[config.mk]
export PLATFORM = sky130hd
export DESIGN_NAME = multi_phase_traffic_controller
export DESIGN_NICKNAME = d
export VERILOG_FILES = /design/src/rtl/tlc_pkg.sv /design/src/rtl/tlc_phase_arbiter.sv /design/src/rtl/multi_phase_traffic_controller.sv
export SDC_FILE = /design/constraint.sdc
export NUM_CORES = 1
export LEC_CHECK = 0
export CORE_MARGIN = 5
export CORE_UTILIZATION = 58
export CTS_BUF_LIST = sky130_fd_sc_hd__clkbuf_8
export DETAILED_ROUTE_END_ITERATION = 12
export PLACE_DENSITY = 0.94
export RECOVER_POWER = 25
export SLEW_MARGIN = 0
export SYNTH_ARGS = -nofsm -noshare
export SYNTH_HDL_FRONTEND = slang
export SYNTH_SLANG_ARGS = --single-unit
export TNS_END_PERCENT = 50
[constraint.sdc]
create_clock -name clk -period 6 [get_ports clk]
set_input_delay 1.2 -clock clk [delete_from_list [all_inputs] [get_ports clk]]
set_output_delay 1.2 -clock clk [all_outputs]
set_load 0.01 [all_outputs]
[src/rtl/tlc_pkg.sv]
// Shared types and helpers for the multi-phase traffic light controller family.
package tlc_pkg;

    typedef enum logic [2:0] {
        ST_ALL_RED   = 3'd0,
        ST_GREEN     = 3'd1,
        ST_YELLOW    = 3'd2,
        ST_FLASH_ON  = 3'd3,
        ST_FLASH_OFF = 3'd4
    } tlc_state_e;

    // Width of a phase index; a single bit is kept even for two phases.
    function automatic int phase_w(input int n);
        return (n <= 2) ? 1 : $clog2(n);
    endfunction

endpackage

[src/rtl/tlc_phase_arbiter.sv]
// Round-robin next-phase selection; optionally skips phases without demand.
module tlc_phase_arbiter
    import tlc_pkg::*;
#(
    parameter int NUM_PHASES = 4,
    parameter int SKIP_EMPTY = 0,
    parameter int PW         = phase_w(NUM_PHASES)
) (
    input  logic [PW-1:0]         cur_phase,
    input  logic [NUM_PHASES-1:0] demand,
    output logic [PW-1:0]         next_phase
);

    logic          found;
    logic [PW-1:0] idx;

    // Searching k = 1..NUM_PHASES visits the current phase last, so a lone
    // demand on the phase that just ran gives it right-of-way again.
    always_comb begin
        next_phase = PW'((int'(cur_phase) + 1) % NUM_PHASES);
        found      = 1'b0;
        idx        = '0;
        if (SKIP_EMPTY != 0) begin
            for (int k = 1; k <= NUM_PHASES; k++) begin
                idx = PW'((int'(cur_phase) + k) % NUM_PHASES);
                if (!found && demand[idx]) begin
                    next_phase = idx;
                    found      = 1'b1;
                end
            end
        end
    end

endmodule

[src/rtl/multi_phase_traffic_controller.sv]
// Round-robin multi-phase signal controller with pedestrian service and flashing-red mode.
module multi_phase_traffic_controller
    import tlc_pkg::*;
#(
    parameter int NUM_PHASES = 4,
    parameter int GREEN_CYC  = 8,
    parameter int YELLOW_CYC = 3,
    parameter int ALLRED_CYC = 2,
    parameter int WALK_CYC   = 5,
    parameter int FLASH_HALF = 4,
    parameter int SKIP_EMPTY = 0,
    parameter int CNT_W      = 8
) (
    input  logic                           clk,
    input  logic                           reset_n,
    input  logic [NUM_PHASES-1:0]          ped_req,
    input  logic [NUM_PHASES-1:0]          veh_det,
    input  logic                           flash_mode,
    output logic [NUM_PHASES-1:0]          red,
    output logic [NUM_PHASES-1:0]          yellow,
    output logic [NUM_PHASES-1:0]          green,
    output logic [NUM_PHASES-1:0]          ped_walk,
    output logic [phase_w(NUM_PHASES)-1:0] cur_phase,
    output logic [NUM_PHASES-1:0]          ped_pending
);

    localparam int PW = phase_w(NUM_PHASES);
    localparam logic [CNT_W-1:0] T_GREEN  = CNT_W'(GREEN_CYC - 1);
    localparam logic [CNT_W-1:0] T_YELLOW = CNT_W'(YELLOW_CYC - 1);
    localparam logic [CNT_W-1:0] T_ALLRED = CNT_W'(ALLRED_CYC - 1);
    localparam logic [CNT_W-1:0] T_FLASH  = CNT_W'(FLASH_HALF - 1);
    localparam logic [CNT_W-1:0] WALK_END = CNT_W'(GREEN_CYC - WALK_CYC);

    tlc_state_e            state_q, state_d;
    logic [CNT_W-1:0]      timer_q, timer_d;
    logic                  home_q, home_d;
    logic                  flash_req_q, flash_req_d;
    logic                  serve_q, serve_d;
    logic                  timeout;
    logic [PW-1:0]         phase_d, arb_next;
    logic [NUM_PHASES-1:0] demand, pend_seen, pend_d;
    logic [NUM_PHASES-1:0] red_d, yellow_d, green_d, walk_d;

    assign demand  = veh_det | ped_pending;
    assign timeout = (timer_q == '0);

    tlc_phase_arbiter #(
        .NUM_PHASES (NUM_PHASES),
        .SKIP_EMPTY (SKIP_EMPTY),
        .PW         (PW)
    ) u_arb (
        .cur_phase  (cur_phase),
        .demand     (demand),
        .next_phase (arb_next)
    );

    // home_q forces phase 0 as the first green after reset or flash exit;
    // flash_req_q remembers a flash request until the clearance completes.
    always_comb begin
        state_d     = state_q;
        timer_d     = timer_q - CNT_W'(1);
        home_d      = home_q;
        flash_req_d = flash_req_q | flash_mode;
        serve_d     = serve_q;
        phase_d     = cur_phase;
        pend_seen   = ped_pending | ped_req;
        pend_d      = pend_seen;
        case (state_q)
            ST_GREEN: begin
                if (flash_mode || timeout) begin
                    state_d = ST_YELLOW;
                    timer_d = T_YELLOW;
                end
            end
            ST_YELLOW: begin
                if (timeout) begin
                    state_d = ST_ALL_RED;
                    timer_d = T_ALLRED;
                end
            end
            ST_ALL_RED: begin
                if (timeout) begin
                    if (flash_req_q || flash_mode) begin
                        state_d     = ST_FLASH_ON;
                        timer_d     = T_FLASH;
                        flash_req_d = 1'b0;
                    end else begin
                        state_d         = ST_GREEN;
                        timer_d         = T_GREEN;
                        phase_d         = home_q ? '0 : arb_next;
                        home_d          = 1'b0;
                        serve_d         = pend_seen[phase_d];
                        pend_d[phase_d] = 1'b0;
                    end
                end
            end
            ST_FLASH_ON, ST_FLASH_OFF: begin
                flash_req_d = 1'b0;
                if (timeout) begin
                    if (flash_mode) begin
                        state_d = (state_q == ST_FLASH_ON) ? ST_FLASH_OFF : ST_FLASH_ON;
                        timer_d = T_FLASH;
                    end else begin
                        state_d = ST_ALL_RED;
                        timer_d = T_ALLRED;
                        home_d  = 1'b1;
                    end
                end
            end
            default: begin
                state_d = ST_ALL_RED;
                timer_d = T_ALLRED;
            end
        endcase
    end

    // Lamps are decoded from the next state so they are registered with it.
    always_comb begin
        red_d    = '1;
        yellow_d = '0;
        green_d  = '0;
        walk_d   = '0;
        case (state_d)
            ST_GREEN: begin
                green_d[phase_d] = 1'b1;
                red_d[phase_d]   = 1'b0;
                walk_d[phase_d]  = serve_d && (timer_d >= WALK_END);
            end
            ST_YELLOW: begin
                yellow_d[phase_d] = 1'b1;
                red_d[phase_d]    = 1'b0;
            end
            ST_FLASH_OFF: red_d = '0;
            default: ;
        endcase
    end

    always_ff @(posedge clk or negedge reset_n) begin
        if (!reset_n) begin
            state_q     <= ST_ALL_RED;
            timer_q     <= T_ALLRED;
            home_q      <= 1'b1;
            flash_req_q <= 1'b0;
            serve_q     <= 1'b0;
            cur_phase   <= '0;
            ped_pending <= '0;
            red         <= '1;
            yellow      <= '0;
            green       <= '0;
            ped_walk    <= '0;
        end else begin
            state_q     <= state_d;
            timer_q     <= timer_d;
            home_q      <= home_d;
            flash_req_q <= flash_req_d;
            serve_q     <= serve_d;
            cur_phase   <= phase_d;
            ped_pending <= pend_d;
            red         <= red_d;
            yellow      <= yellow_d;
            green       <= green_d;
            ped_walk    <= walk_d;
        end
    end

endmodule

---- Yosys cells after proc, flatten, opt, wreduce, memory -nomap -nowiden ----
Index checks and enable logic that the tools add are counted.
operators by class
  $add $sub $neg .......................... 2
  $lt $le $gt $ge ......................... 5
  eq/ne operators ......................... 11
  mux-type cells .......................... 43
  bitwise operators ....................... 6
  reduce and logical (&&, ||, !) cells .... 11
operators by type and width
  cell                                                        count
  2-to-1 mux 8 bit                                            4
  case mux 8 bit (4 select lines)                             1
  2-to-1 mux 4 bit                                            6
  2-to-1 mux 3 bit                                            7
  2-to-1 mux 1 bit                                            12
  2-to-1 mux 2 bit                                            6
  case mux 3 bit (4 select lines)                             1
  equality test 3 x 2 -> 1 bit, second input constant         3
  bitwise AND 4 bit                                           2
  >= comparator 8 x 2 -> 1 bit, second input constant         1
  zero test 8 bit                                             1
  != test 2 bit, second input constant                        4
  inverter 4 bit                                              2
  case mux 4 bit (2 select lines)                             1
  subtractor 8 x 1 -> 8 bit, second input constant            1
  equality test 3 x 1 -> 1 bit, second input constant         2
  equality test 3 bit, second input constant                  2
  less-than comparator 2 x 3 -> 1 bit, second input constant  2
  AND reduction 5 bit                                         1
  demux 1 bit (select 2 bit)                                  2
  >= comparator 2 x 1 -> 1 bit, second input constant         2
  OR 4 bit                                                    1
  case mux 1 bit (2 select lines)                             2
  OR reduction 2 bit                                          2
  other kinds (7)                                             10
word-level totals
  bits in registers ....................... 36
  input bits .............................. 11
  output and inout port bits .............. 22
  logic and storage cells ................. 89

---- Logic depth before layout (Yosys ltp) ----
Gate-level depths: netlist of the first run.
  depth after elaboration ................. 11
  mapped depth ............................ 8
  mapped depth without buffers ............ 7

---- By module ----
Synthesis of the first run repeated with hierarchy kept, for this count alone.
unflattened totals
  cell total of the unflattened synthesis .. 199
  area total of the unflattened synthesis .. 1886.8 um^2
by module, submodules not included
  module                          times used  cells an instance  area each (um^2)  seq. area each (um^2)
  multi_phase_traffic_controller  1           197                1874.3            908.4
  tlc_phase_arbiter               1           2                  12.5              0.0

---- Worst setup path before layout of the first run ----
Ideal clock, no wire load.
  path kind ............................... input to register
  start ................................... input flash_mode
  end ..................................... register ped_walk[1]
  library setup time ...................... 0.142 ns
  data arrival time ....................... 2.317 ns
  slack ................................... 3.541 ns
  cell stages on the path ................. 6
  path buffers ............................ 1
  cells stage by stage .................... nor4_1 and4_1 buf_2 mux2_2 nand2_1 nor4b_1
between the ends
  cells in the longest elaborated chain, start to end .. 10
  elaborated cells on any way between the ends .. 30
  those cells by class .................... 3 x order compare; 1 x eq/ne; 21 x mux; 1 x bitwise; 4 x reduce/logical
ends and longest elaborated chain
  item                                                                                        line                                   RTL
  start, declared                                                                             multi_phase_traffic_controller.sv:18   input logic flash_mode,
  logical OR 1 bit (*)                                                                        multi_phase_traffic_controller.sv:83   if (flash_req_q || flash_mode) begin
  2-to-1 mux 2 bit (*)                                                                        multi_phase_traffic_controller.sv:83
  2-to-1 mux 2 bit (*)                                                                        multi_phase_traffic_controller.sv:82   if (timeout) begin
  2-to-1 mux 2 bit (*)                                                                        multi_phase_traffic_controller.sv:68   case (state_q)
  net phase_d[0]                                                                              multi_phase_traffic_controller.sv:40   logic [PW-1:0] phase_d, arb_next;
  less-than comparator 2 x 3 -> 1 bit / >= comparator 2 x 1 -> 1 bit (equally long branches)  multi_phase_traffic_controller.sv:127  walk_d[phase_d] = serve_d && (timer_d >= WALK_END);
  logical AND 1 bit                                                                           multi_phase_traffic_controller.sv:127
  2-to-1 mux 1 bit (not written as such)                                                      multi_phase_traffic_controller.sv:127
  demux 1 bit (select 2 bit) (*)                                                              multi_phase_traffic_controller.sv:127
  bitwise AND 4 bit (no source line) (*)                                                      --
  2-to-1 mux 4 bit (*)                                                                        multi_phase_traffic_controller.sv:123  case (state_d)
  net walk_d[1]                                                                               multi_phase_traffic_controller.sv:42   logic [NUM_PHASES-1:0] red_d, yellow_d, green_d, walk_d;
  end signal, assigned                                                                        multi_phase_traffic_controller.sv:162  ped_walk <= walk_d;
  end, declared                                                                               multi_phase_traffic_controller.sv:22   output logic [NUM_PHASES-1:0] ped_walk,
Mark *: on every way through the listed nets, which the timed path passes. The rest lies on a longest branch.
A chain may end at the register's enable or synchronous reset.

---- Worst setup path in the final report of the first run ----
  start ................................... input flash_mode
  end ..................................... register ped_walk[3]
between the ends
  elaborated cells on any way between the ends .. 30
  those cells by class .................... 3 x order compare; 1 x eq/ne; 21 x mux; 1 x bitwise; 4 x reduce/logical
RTL lines
  item                                line                                   RTL
  logical OR 1 bit                    multi_phase_traffic_controller.sv:83
  2-to-1 mux 1 bit                    multi_phase_traffic_controller.sv:83
  2-to-1 mux 1 bit                    multi_phase_traffic_controller.sv:82
  2-to-1 mux 1 bit                    multi_phase_traffic_controller.sv:68
  net serve_d                         multi_phase_traffic_controller.sv:38   logic serve_q, serve_d;
  logical AND 1 bit                   multi_phase_traffic_controller.sv:127
  bitwise AND 4 bit (no source line)  --
  2-to-1 mux 4 bit                    multi_phase_traffic_controller.sv:123
  net walk_d[3]                       multi_phase_traffic_controller.sv:42
The timed path passes the listed nets, and every way through them passes these cells.

==> results of run 1 <==
-- worst max-delay path, cell delays in order --
cell,delay (ns)
clkdlybuf4s50_1,0.63
nor4_1,0.40
nand4_1,0.38
o21ai_0,0.50
nor4b_1,0.35
-- sequential cells by signal, summed over array words and instances, names as in the netlist --
name / flops
timer_q: 8
green: 4
ped_pending: 4
ped_walk: 4
red: 4
yellow: 4
state_q: 3
cur_phase: 2
flash_req_q: 1
home_q: 1
serve_q: 1
-- through the flow --
step	power, mW	cell area, um2	setup WS (ns)	std cells	hold slack [ns]
after CTS	0.8096	2158	2.778	241	0.5551
after global routing	0.8652	2155	2.583	241	0.6029
after floorplan	0.5596	1770	3.541	179	0.5053
after global placement	0.6163	2064	2.601	233	0.5058
final	0.8089	2155	2.710	241	0.5566
after detailed placement	0.6323	2064	2.471	233	0.5252
-- worst paths after layout --
path,slack [ns],start,to,depth (start not counted)
worst max-delay path,2.71,flash_mode,ped_walk[3],5
worst min-delay path,0.56,ped_pending[0],ped_pending[0],2
worst max register to register,3.56,timer_q[1],ped_walk[3],7
worst min register to register,0.56,ped_pending[0],ped_pending[0],2
max in group asynchronous,2.99,reset_n,ped_pending[3],2
min in group asynchronous,1.95,reset_n,timer_q[5],2
-- area by class of cell --
class                   count  area [um2]  share of cell area
flip-flops and latches     36       908.4              0.4216
multi-input cells         128       800.8              0.3717
repair buffers             29       284.0              0.1318
clock buffers               6       82.58             0.03833
well taps                  33       41.29             0.01916
inverters                   7       26.28             0.01220
clock inverters             2       11.26            0.005226
-- Yosys cell counts (2+ instances only) --
| cell type | n | area [um2] |
|---|---|---|
| o21a_1 | 3 | 22.52 |
| dfrtp_1 | 30 | 750.7 |
| or3_1 | 2 | 12.51 |
| dfstp_2 | 6 | 157.7 |
| nor2_1 | 31 | 116.4 |
| o21ai_0 | 9 | 45.04 |
| nor4b_1 | 5 | 43.79 |
| a31oi_1 | 3 | 18.77 |
| and3_1 | 2 | 12.51 |
| nor3_1 | 3 | 15.01 |
| xnor2_1 | 4 | 35.03 |
| o22ai_1 | 3 | 18.77 |
| nor4_1 | 2 | 12.51 |
| clkbuf_1 | 4 | 15.01 |
| buf_2 | 4 | 20.02 |
| mux2i_1 | 2 | 20.02 |
| ha_1 | 2 | 25.02 |
| nand2b_1 | 2 | 12.51 |
| o311ai_0 | 2 | 17.52 |
| a32oi_1 | 2 | 17.52 |
| inv_1 | 7 | 26.28 |
| nand2_1 | 13 | 48.80 |
| nand3_1 | 3 | 15.01 |
| a21oi_1 | 7 | 35.03 |
| nand4_1 | 2 | 12.51 |
| xor2_1 | 3 | 26.28 |
| a21o_1 | 4 | 30.03 |
-- report_power, final --
part / switching [mW] / internal, mW
combinational: 0.152 / 0.125
sequential: 0.0630 / 0.291
clock: 0.0854 / 0.0915
-- cell families after synthesis --
group	count (synthesis)	synth area share
buf+inv	15	0.03463
xor+xnor	7	0.03463
simple gates	74	0.2198
mux	4	0.03039
compound gates	41	0.1534
flops	36	0.5131
fa+ha+maj	2	0.01413
-- routing by layer --
metal	share of wire	routed length (um)	track usage
met3	0.077	296	0.05128
met4	0.016	61	0.08808
met5	0	0	0
met1	0.40	1538	0.2523
met2	0.51	1969	0.3287
==> results.md, run 1 <==
- Clk Latency, worst-skew pair: 0.29 ns
- PD cells: 375.4 nW/um2
- Cts repair resizes: 0
- EDFF count, synth: 0
- Filler cells: 198
- Yosys cell types: 46
- Period utilisation layout: 0.5483
- Largest net degree at the start of global routing: 37
- GP Congestion: 0.9082
- Die X: 65.25 um
- DRT Pass-1 Iters: 4
- Syn Inst Count: around 180
- Worst rel slew slack: -0.2321
- Unrepaired setup endpoints after global routing: false
- Share of layout cells above drive strength 1: 0.1010
- Area growth, synth to finish: 21.70%
- Maxcap violations: 1
- DRC: 0
- Clock sinks: 36
- Max Clock Freq: 0.3040 GHz
- I/O Pins: 33
- Final Slew Violations: 37
- Violated checks: max-capacitance violations, max-slew violations
- Arrival time at the worst endpoint: about 3.5 ns
- CTS Hold Bufs: 0
- Seq cells post-synth: 36
- Routed len/inst: 16.04 um
- Final core utilization: 0.7235
- H-Tree Depth: 2
- Longest Clk Path Bufs: 2
- Clock-pin slew on the worst setup and hold paths: 0.07 ns
- Die ar.: 4258 um2
- Startpoint Class: primary input
- First-pass GRT wire length: 6.561 mm
- I/O Buffers: 28
- Worst-Margin Slew: 1.848 ns
- Peak fanout along the critical path: 13
- Pleak: between 0.9 and 1 nW
- Antenna violations before repair: 0
- Final setup violating endpoints: 0
- Post-Syn Nets: roughly 190
- Cell Area, Synth: about 1800 um2
- Setup TNS: 0 ns
- Total CTS buffers: 5
- DPL Wire Length: roughly 2.9 mm
- DIE HEIGHT: 65.25 um
- Yosys warns: 0
- Initial Utilization: 0.5945
- Fraction of registers with async set/reset: 1.000
- Min Tclk post-route: ~3.3 ns
- Post-synth top flop: dfrtp_1
- Vias/cell: between 6 and 7
- Total gr overflow: 0
- Core ar.: around 3000 um2
- Initial DRC Count: 100
- Setup repair bufs after CTS: 0
- Post-synthesis sequential area ratio: 0.5131
- Most frequent cells in the layout: 31 x nor2_1, 30 x dfrtp_1, 27 x clkdlybuf4s50_1
- Status: finished with violations
- Peak VDD IR: 0.2377 mV
- Fin nets: 220
- CP required: 6.17 ns
- CTS tree: built
- Number of global-route vias before repair: between 1000 and 1500
- Most common cell after layout, fill and taps aside: nor2_1
- Inserted Diodes: 0
- Total wire length: 3.866 mm
- Final hold viol count: 0
- Worst clock skew: roughly 0.0056 ns
- GR Util All Layers: 0.2013
- Mean area per synthesized cell: 9.891 um2
- CTS root buf: clkbuf_8
- Critical path capture point type: register
- Critical path class: in -> reg
- DR vias: 1451
- Antenna Nets Post-Route: 0
- Row cnt: 20
- Tightest Hold Check Type: reg -> reg
Power figures use the tool's default switching activity.
==> inputs of run 2 (changes only) <==
- CORE_UTILIZATION: 58 -> 54
- PLACE_DENSITY: 0.94 -> 0.89
- clock period: 6 -> 3.4 ns (I/O delays scaled with it)
==> run 2 against run 1 <==
Against the previous run:
- the run still ends with max-capacitance violations, max-slew violations left
- via count grew 0.48%
- largest cell class unchanged
- sequential share of layout area shrank 0.44 points
- power grew 74%
- non-clock buffer count grew 2
- combinational power grew 76%
==> results.md, run 2 (synthesized netlist as in run 1, its figures left out) <==
- Die X: 67.26 um (+3.1%)
- R2R cell count: 7 (unchanged)
- Final Slew Violations: 37 (unchanged)
- Row cnt: 20 (unchanged)
- Total gr overflow: 0 (unchanged)
- DPL Wire Length: 2.757 mm (-4.0%)
- Total wire length: 3.768 mm (-2.5%)
- Total CTS buffers: 5 (unchanged)
- Antenna violations before repair: 0 (unchanged)
- Sw frac: 0.3767 (+0.004867)
- Violated checks: max-capacitance violations, max-slew violations
- Startpoint Class: register
- CP required: 3.54 ns (-2.63 ns)
- Dpl cells: 246 (+5.6%)
- Tightest Hold Check Type: reg -> reg
- Period utilisation layout: 0.7475
- Initial Utilization: 0.5706 (-0.02397)
- PD cells: 647.4 nW/um2 (+72%)
- I/O Pins: 33 (unchanged)
- GP Congestion: 0.9000 (-0.90%)
- Largest net degree at the start of global routing: 37 (unchanged)
- Psw: 0.5309 mW (+77%)
- Reg with most FFs: timer_q
- Pleak: 0.9296 nW (+0.89%)
- Initial DRC Count: 77 (-23%)
- I/O Buffers: 28 (unchanged)
- Hold Path Origin: ped_pending[2]
- FF-to-FF Start: timer_q[1]
- CTS Hold Bufs: 0 (unchanged)
- Fin nets: 222 (+0.91%)
- Share of layout cells above drive strength 1: 0.1143 (+0.01332)
- Peak fanout along the critical path: 9 (-4)
- Core ar.: 3103 um2 (+4.2%)
- Worst R2R Setup Slack: 0.86 ns (-2.70 ns)
- Die ar.: 4524 um2 (+6.3%)
- Unrepaired setup endpoints after global routing: false
- Cts repair resizes: 0 (unchanged)
- DRC: 0 (unchanged)
- Filler cells: 265 (+34%)
- Non-Filler Instances: 254 (+5.4%)
- Worst-Margin Slew: 1.813 ns (-0.03526 ns)
- Most frequent cells in the layout: 31 x nor2_1, 30 x dfrtp_1, 27 x clkdlybuf4s50_1
- Vias/cell: 5.740 (-4.7%)
- Hold EP: ped_pending[2]
- Critical path capture point type: register
- Worst clock skew: 0.004473 ns (-0.001100 ns)
- Area growth, synth to finish: 22.97%
- R2R Path End: ped_walk[2]
- Clk Latency, worst-skew pair: 0.29 ns (about the same)
- DR vias: 1458 (+0.48%)
- Final setup violating endpoints: 0 (unchanged)
- Clock power frac: 0.207 (-0.012)
- Status: finished with violations
- Number of global-route vias before repair: 1374 (-2.1%)
- Final hold viol count: 0 (unchanged)
- GR Util All Layers: 0.1843 (-0.01706)
- Internal power: 0.8786 mW (+73%)
- First-pass GRT wire length: 6.313 mm (-3.8%)
- Max reg flops: 8 (unchanged)
- CTS root buf: clkbuf_8
- Part of the power in registers: 0.447 (+0.009)
- Worst rel slew slack: -0.2086 (+0.02350)
- Setup TNS: 0 ns (unchanged)
- Critical path class: reg -> reg
- Clock-pin slew on the worst setup and hold paths: 0.07 ns (about the same)
- Arrival time at the worst endpoint: 2.68 ns (-0.78 ns)
- Most common cell after layout, fill and taps aside: nor2_1
- Maxcap violations: 1 (unchanged)
- DIE HEIGHT: 67.26 um (+3.1%)
- Max Clock Freq: around 0.4 GHz
- CTS tree: built
- Inserted Diodes: 0 (unchanged)
- Hold depth: 2 (unchanged)
- Comb power frac: 0.346 (+0.003)
- Longest Clk Path Bufs: 2 (unchanged)
- Clock sinks: 36 (unchanged)
- H-Tree Depth: 2 (unchanged)
- Min Tclk post-route: 2.542 ns
- Setup repair bufs after CTS: 0 (unchanged)
- Antenna Nets Post-Route: 0 (unchanged)
- Peak VDD IR: 0.4389 mV (+85%)
- Routed len/inst: 14.83 um (-7.5%)
- DRT Pass-1 Iters: 4 (unchanged)
run 2: changes by cell type in the layout (fill, tap and decap cells not counted), sizes merged:
| cell | change |
|---|---|
| clkinvlp | -1 |
| clkbuf | -1 |
| buf | +2 |
| inv | -1 |
| clkinv | +3 |
run 2: worst max path at each step:
| stage | to | from | cells after the start |
|---|---|---|---|
| floorplan | red[0] | timer_q[0] | 8 |
| global placement | ped_walk[0] | flash_mode | 5 |
| detailed placement | ped_walk[2] | flash_mode | 5 |
| CTS | ped_walk[2] | timer_q[1] | 7 |
| global route | yellow[1] | reset_n | 2 |
| finish | ped_walk[2] | timer_q[1] | 7 |
run 2: power groups by stage:
| stage | Clock, mW | Sequential [mW] | Combinational, mW |
|---|---|---|---|
| after global routing | 0.323 | 0.643 | 0.548 |
| final | 0.292 | 0.630 | 0.488 |
| after floorplan | 0 | 0.590 | 0.397 |
| after detailed placement | 0 | 0.634 | 0.484 |
| after global placement | 0 | 0.627 | 0.464 |
| after CTS | 0.300 | 0.626 | 0.487 |
run 2: metal layers:
layer / vias to the layer above / routed length [um] / track usage
li1: 698 / - / -
met1: 703 / 1642 / 0.2352
met2: 49 / 1850 / 0.2982
met3: 8 / 183 / 0.03993
met4: 0 / 91 / 0.08608
met5: - / 0 / 0
run 2: layout make-up:
cell class                      instances  area, um2  share of cell area
Tap cell                               44      55.05             0.02529
Inverter                                7      26.28             0.01207
Timing Repair Buffer                   31      299.0              0.1374
Clock buffer                            5      68.82             0.03161
Clock inverter                          3      18.77            0.008621
Multi-Input combinational cell        128      800.8              0.3678
Sequential cell                        36      908.4              0.4172
run 2: metrics by stage:
stage	total power [mW]	utilization	area (um2)	setup slack (ns)	hold slack, ns
detailed placement	1.118	0.6746	2093	0.6951	0.5238
global placement	1.091	0.6746	2093	0.8545	0.5046
finish	1.410	0.7016	2177	0.8584	0.5340
CTS	1.412	0.7028	2181	0.8657	0.5354
global route	1.514	0.7016	2177	0.5176	0.5523
floorplan	0.9876	-	1770	1.230	0.3844
run 2: worst max-delay path: stages, from the launching register on:
cell	delay, ns
dfrtp_1	0.41
inv_1	0.10
ha_1	0.14
nor3b_2	0.39
nand2_4	0.15
or3_1	0.33
a211o_1	0.40
nor4b_1	0.47
